<file path="config.mk">
export PLATFORM = sky130hd
export DESIGN_NAME = dense_out_serializer_flat
export DESIGN_NICKNAME = d
export VERILOG_FILES = /design/src/rtl/dense_pkg.sv /design/src/rtl/dense_out_serializer_if.sv /design/src/rtl/dense_requant.sv /design/src/rtl/dense_out_serializer.sv /design/src/flat_wrapper.sv
export SDC_FILE = /design/constraint.sdc
export NUM_CORES = 1
export LEC_CHECK = 0
export CORE_MARGIN = 4
export CORE_UTILIZATION = 52
export CTS_CLUSTER_SIZE = 8
export DETAILED_ROUTE_END_ITERATION = 16
export PLACE_DENSITY = 0.81
export SLEW_MARGIN = 20
export SYNTH_ARGS = -nofsm -noshare
export SYNTH_HDL_FRONTEND = slang
export SYNTH_SLANG_ARGS = --single-unit
</file>
<file path="constraint.sdc">
create_clock -name clock -period 8.1 [get_ports clock]
set_input_delay 1.215 -clock clock [delete_from_list [all_inputs] [get_ports clock]]
set_output_delay 1.215 -clock clock [all_outputs]
set_load 0.02 [all_outputs]
</file>
<file path="src/rtl/dense_pkg.sv">
// Shared types and constants for the dense-layer
// output serializer and its requantizer.
package dense_pkg;

  localparam int PIX_W     = 8;
  localparam int ACC_W     = 32;
  localparam int ACC_EXT_W = 33;
  localparam int PIX_MIN   = -128;
  localparam int PIX_MAX   = 127;

  typedef enum logic {
    IDLE = 1'b0,
    EMIT = 1'b1
  } state_t;

endpackage

</file>
<file path="src/rtl/dense_out_serializer_if.sv">
// Load port (parallel sums + bias) and pixel
// stream of the dense-layer output serializer.
interface dense_out_serializer_if
  import dense_pkg::*;
#(
  parameter int NUM_TREES = 10
);

  logic [ACC_W*NUM_TREES-1:0] sums_in;
  logic [ACC_W*NUM_TREES-1:0] bias;
  logic                       sums_valid;
  logic                       in_ready;

  logic signed [PIX_W-1:0]    pixel_out;
  logic                       pixel_valid;
  logic                       pixel_ready;

  logic                       frame_done;
  logic                       overrun;

  modport master (
    output sums_in,
    output bias,
    output sums_valid,
    input  in_ready,
    input  pixel_out,
    input  pixel_valid,
    output pixel_ready,
    input  frame_done,
    input  overrun
  );

  modport slave (
    input  sums_in,
    input  bias,
    input  sums_valid,
    output in_ready,
    output pixel_out,
    output pixel_valid,
    input  pixel_ready,
    output frame_done,
    output overrun
  );

endinterface

</file>
<file path="src/rtl/dense_requant.sv">
// Combinational requantizer: bias add, rounding
// arithmetic shift, optional ReLU, 8-bit saturation.
module dense_requant
  import dense_pkg::*;
#(
  parameter int SHIFT = 8,
  parameter bit RELU  = 1'b1
) (
  input  logic signed [ACC_W-1:0] sum,
  input  logic signed [ACC_W-1:0] bias,
  output logic signed [PIX_W-1:0] pixel
);

  // One guard bit above the 33-bit sum so the
  // rounding increment can never wrap.
  localparam int XW = ACC_EXT_W + 1;
  localparam int RS = (SHIFT > 0) ? SHIFT - 1 : 0;

  localparam logic signed [XW-1:0] RND =
    (SHIFT > 0) ? (XW'(1) << RS) : '0;
  localparam logic signed [XW-1:0] MAXV =
    XW'(PIX_MAX);
  localparam logic signed [XW-1:0] MINV =
    XW'(PIX_MIN);

  logic signed [XW-1:0] t;
  logic signed [XW-1:0] r;

  always_comb begin
    t = XW'(sum) + XW'(bias);
    r = (t + RND) >>> SHIFT;
    if (RELU && r < 0)
      r = '0;
    if (r > MAXV)
      pixel = PIX_W'(MAXV);
    else if (r < MINV)
      pixel = PIX_W'(MINV);
    else
      pixel = PIX_W'(r);
  end

endmodule

</file>
<file path="src/rtl/dense_out_serializer.sv">
// Captures NUM_TREES sums in one strobe and streams
// them out as requantized 8-bit pixels, tree 0 first.
module dense_out_serializer
  import dense_pkg::*;
#(
  parameter int NUM_TREES = 10,
  parameter int SHIFT     = 8,
  parameter bit RELU      = 1'b1
) (
  input  logic                   clock,
  input  logic                   reset,
  dense_out_serializer_if.slave  bus
);

  localparam int IW =
    (NUM_TREES > 1) ? $clog2(NUM_TREES) : 1;
  localparam logic [IW-1:0] LAST =
    IW'(NUM_TREES - 1);

  state_t                  state;
  logic [IW-1:0]           idx;
  logic signed [ACC_W-1:0] sum_buf  [NUM_TREES];
  logic signed [ACC_W-1:0] bias_buf [NUM_TREES];
  logic                    done_q;
  logic                    ovr_q;

  logic                    emit;
  logic                    last;
  logic                    hs;
  logic                    rdy;
  logic                    load;
  logic signed [PIX_W-1:0] q_pix;

  assign emit = (state == EMIT);
  assign last = (idx == LAST);
  assign hs   = emit & bus.pixel_ready;
  // Last-pixel handshake frees buf, so a new load
  // may land in the same cycle.
  assign rdy  = ~emit | (last & bus.pixel_ready);
  assign load = bus.sums_valid & rdy;

  dense_requant #(
    .SHIFT (SHIFT),
    .RELU  (RELU)
  ) u_requant (
    .sum   (sum_buf[idx]),
    .bias  (bias_buf[idx]),
    .pixel (q_pix)
  );

  assign bus.in_ready    = rdy;
  assign bus.pixel_valid = emit;
  assign bus.pixel_out   = emit ? q_pix : '0;
  assign bus.frame_done  = done_q;
  assign bus.overrun     = ovr_q;

  always_ff @(posedge clock or negedge reset) begin
    if (!reset) begin
      state  <= IDLE;
      idx    <= '0;
      done_q <= 1'b0;
      ovr_q  <= 1'b0;
      for (int i = 0; i < NUM_TREES; i++) begin
        sum_buf[i]  <= '0;
        bias_buf[i] <= '0;
      end
    end else begin
      done_q <= hs & last;
      if (bus.sums_valid & ~rdy)
        ovr_q <= 1'b1;
      if (load) begin
        state <= EMIT;
        idx   <= '0;
        for (int i = 0; i < NUM_TREES; i++) begin
          sum_buf[i]  <= bus.sums_in[ACC_W*i +: ACC_W];
          bias_buf[i] <= bus.bias[ACC_W*i +: ACC_W];
        end
      end else if (hs) begin
        unique case (1'b1)
          last:    state <= IDLE;
          default: idx   <= idx + 1'b1;
        endcase
      end
    end
  end

endmodule

</file>
<file path="src/flat_wrapper.sv">
// flat-port wrapper written by rule: the top's interface ports become plain ports
module dense_out_serializer_flat import dense_pkg::*;
#(
  parameter int NUM_TREES = 10,
  parameter int SHIFT     = 8,
  parameter bit RELU      = 1'b1
)
  (clock, reset, bus_sums_in, bus_bias, bus_sums_valid, bus_in_ready, bus_pixel_out, bus_pixel_valid, bus_pixel_ready, bus_frame_done, bus_overrun);
  dense_out_serializer_if #(.NUM_TREES(NUM_TREES)) bus_i ();
  input  logic clock;
  input  logic reset;
  input wire logic [$bits(bus_i.sums_in)-1:0] bus_sums_in;
  input wire logic [$bits(bus_i.bias)-1:0] bus_bias;
  input wire logic [$bits(bus_i.sums_valid)-1:0] bus_sums_valid;
  output wire logic [$bits(bus_i.in_ready)-1:0] bus_in_ready;
  output wire logic [$bits(bus_i.pixel_out)-1:0] bus_pixel_out;
  output wire logic [$bits(bus_i.pixel_valid)-1:0] bus_pixel_valid;
  input wire logic [$bits(bus_i.pixel_ready)-1:0] bus_pixel_ready;
  output wire logic [$bits(bus_i.frame_done)-1:0] bus_frame_done;
  output wire logic [$bits(bus_i.overrun)-1:0] bus_overrun;
  assign bus_i.sums_in = bus_sums_in;
  assign bus_i.bias = bus_bias;
  assign bus_i.sums_valid = bus_sums_valid;
  assign bus_in_ready = bus_i.in_ready;
  assign bus_pixel_out = bus_i.pixel_out;
  assign bus_pixel_valid = bus_i.pixel_valid;
  assign bus_i.pixel_ready = bus_pixel_ready;
  assign bus_frame_done = bus_i.frame_done;
  assign bus_overrun = bus_i.overrun;
  dense_out_serializer #(.NUM_TREES(NUM_TREES), .SHIFT(SHIFT), .RELU(RELU)) u_core (.clock(clock), .reset(reset), .bus(bus_i));
endmodule
</file>
==> results.md <==
* Reg clk slew, reported paths at 60 ps
* R2r startpoint: u_core.idx[0]
* Commonest non-fill, non-tap cell in the layout: clkdlybuf4s50_1
* Met3 WL post-DR at 5900 um
* Primary FF master, synth: dfrtp_1
* Worst-case clock buffer depth at 3
* Hold Path Class: flip-flop to flip-flop
* Row count at 89
* Non-filler cells, final at 3557
* RePlAce Congestion at 0.928
* Drt total wl at 92000 um
* Syn Inst Count at 2107
* Crit Path Max Fanout at 23
* H-tree Lvls at 3
* Routed length on met1 at 37000 um
* Buffers on Ports at 654
* Io pins at 656
* Worst Path Required at 6880 ps
* Internal at 11.2 mW
* DP Wirelength at 66200 um
* P_sw at 6.63 mW
* DRC at 0
* Worst path cell trace: buf_12 > buf_4 > buf_12 > mux4_2 > mux2i_1 > o22ai_1 > ha_1 > ha_1 > a21oi_1 > o221ai_1 > a21oi_1 > o21ai_1 > a211o_1 > a211o_1 > nor4_1 > o2111ai_1 > nor4_4 > a31oi_1 > clkdlybuf4s50_1
* Met2 routed WL at 46700 um
* Reg2Reg Setup Slack at 4070 ps
* Synth-to-layout area growth at 31.8%
* Slew HR at 0.217
* Die H at 253 um
* CP arrival at 6410 ps
* Measured slew at the worst slew-check pin at 1170 ps
* Unrepaired setup endpoints after global routing: false
* Cts repair resizes at 0
* Hold Path Cell Cnt at 1
* Post-CTS Setup Bufs at 0
* Max-slew violation count at 0
* Vias in the first global route at 22900
* YS warnings at 0
* Hold EP: u_core.sum_buf[255]
* Clk_skew at 17.1 ps
* Root Buffer: clkbuf_16
* DR vias at 20800
* Total CTS buffers at 90
* Starting Density at 0.527
* R2r endpoint: u_core.bias_buf[235]
* FFs w/ async S/R, synth at 1.00
* First-pass GRT wire length at 137000 um
* Top routing layer used: met5
* Die Wd at 253 um
* Post-synthesis sequential area ratio at 0.520
* Leakage power at 17.3 nW
* Remaining antenna violation count after routing at 0
* Hold Vio Cnt, Final at 0
* EDFF count, synth at 0
* Number of fill cells at 4008
* HP Start: u_core.sum_buf[255]
* Part of the cycle the worst path needs at 0.942
* Setup TNS at 0 ps
* Post-route cell area at 41100 um^2
* Switching part of the total power at 0.373
* Initial drt markers at 1386
* CTS tree: built
* # nets final at 3452
* Status: completed
* Max-cap violations at 0
* Worst-path cell with the longest stage delay: clkdlybuf4s50_1
* Synthesized area per cell at 14.8 um^2
* #FFs+latches synth at 647
* Crit path largest cell delay at 620 ps
* Comb pwr share at 0.490
* # hold bufs at CTS at 0
* Skew-Pair Late Insertion Delay at 630 ps
* Total gr overflow at 0
* CORE AREA at 59100 um^2
* Pwr/cell area at 434 nW/um^2
* Yosys cell types at 73
* Syn nets at 2815
* Vias/cell at 5.86
* Seq pwr share at 0.324
* Placed standard-cell area at 38500 um^2
* Avg WL per Cell at 25.9 um
* Placed Cells at 3418
* Clk pwr share at 0.187
* Router iterations before antenna repair at 6
* Setup crit end kind: primary output
* Share of cells above drive strength 1 at 0.335
* Total track usage at 0.281
* Cells on worst reg2reg path at 9
* Setup violations, final at 0
* VDD IR-drop max at 435 uV
* Initial antenna violation count at 36
* Tmin final at 7630 ps
* Largest net degree at the start of global routing at 187
* Most frequent cells in the layout: 653 x clkdlybuf4s50_1, 643 x dfrtp_1, 641 x mux2_2, 135 x mux2i_1, 125 x mux4_2
* Worst Path Class, Setup: flip-flop to primary output
* Total die area at 63900 um^2
* Max Freq at 0.131 GHz
* Post-Syn Area at 31200 um^2
* Clock Sinks at 647
* CP startpoint kind: flip-flop
registers in the layout, summed over array words and instances, names as in the netlist:
signal and cells:
u_core.bus.frame_done 1, u_core.bias_buf 320, u_core.bus.pixel_valid 1, u_core.bus.overrun 1
u_core.idx 4, u_core.sum_buf 320
how the worst max path moves through the flow:
stage / start / endpoint / slack, ps / cells after the start
3_5_place_dp: u_core.idx[0] / bus_pixel_out[1] / 890 / 17
2_1_floorplan: u_core.idx[0] / bus_pixel_out[6] / 1770 / 20
6_report: u_core.idx[0] / bus_pixel_out[3] / 470 / 19
5_1_grt: u_core.idx[0] / bus_pixel_out[1] / 10 / 18
3_3_place_gp: u_core.idx[0] / bus_pixel_out[1] / 900 / 17
4_1_cts: u_core.idx[0] / bus_pixel_out[1] / 150 / 17
layout make-up:
class	count	area, um^2	share of cell area
clock inverters	7	123	0.00299
multi-input cells	1303	14400	0.350
inverters	17	63.8	0.00155
diodes	32	80.1	0.00195
well taps	773	967	0.0236
clock buffers	93	2260	0.0551
repair buffers	685	6990	0.170
flip-flops and latches	647	16200	0.395
worst max-delay path, delay by kind of cell (launching register included):
kind | cells | cell delay (ps)
AOI/OAI and AO/OA | 9 | 2050
DFF | 1 | 460
buffers and inverters | 4 | 1090
muxes | 2 | 830
adders and majority gates | 2 | 680
and+or+nand+nor | 2 | 610
power groups by stage:
stage,Combinational (mW),Clock (mW),Sequential [mW]
5_1_grt,9.45,3.50,5.91
4_1_cts,8.59,3.38,5.80
6_report,8.72,3.32,5.76
3_3_place_gp,8.35,0,5.72
3_5_place_dp,8.52,0,5.82
2_1_floorplan,6.29,0,5.34
kinds of logic after synthesis:
group | synth area share
other cells | 0.000120
compound gates | 0.0438
flops | 0.520
buf+inv | 0.0198
xor+xnor | 0.00478
mux | 0.365
fa+ha+maj | 0.0257
simple gates | 0.0206
metrics by stage:
stage               hold WS [ps]   util  power, mW  worst slack (ps)
floorplan                    475      -       11.6              1770
global placement             483  0.651       14.1               895
detailed placement           490  0.651       14.3               886
CTS                          501  0.691       17.8               145
global route                 510  0.694       18.9              13.0
finish                       499  0.694       17.8               470
Yosys cell counts (all sizes together), types with 4 or more instances:
library cell / number / share of area
a211oi: 5 / 0.0012
a21o: 6 / 0.0014
a21oi: 44 / 0.0073
a31oi: 9 / 0.0025
and2: 5 / 0.0010
buf: 43 / 0.0059
clkbuf: 98 / 0.012
dfrtp: 647 / 0.52
ha: 64 / 0.026
inv: 17 / 0.0020
mux2: 641 / 0.23
mux2i: 135 / 0.043
mux4: 125 / 0.090
nand2: 35 / 0.0042
nand2b: 4 / 0.00080
nand3: 10 / 0.0016
nand4: 9 / 0.0018
nor2: 20 / 0.0025
nor2b: 4 / 0.00080
nor3: 7 / 0.0011
nor4: 5 / 0.0020
o2111ai: 4 / 0.0011
o21a: 13 / 0.0031
o21ai: 21 / 0.0036
o21bai: 7 / 0.0018
o22a: 4 / 0.0011
o22ai: 61 / 0.012
o31a: 4 / 0.0012
xnor2: 10 / 0.0028
xor2: 7 / 0.0020
routing by layer:
layer | global-route usage | up-vias
li1 | - | 9232
met1 | 0.359 | 10700
met2 | 0.475 | 694
met3 | 0.0700 | 149
met4 | 0.0930 | 10
met5 | 0 | -
Note: power is estimated with default switching activity, not from simulation.
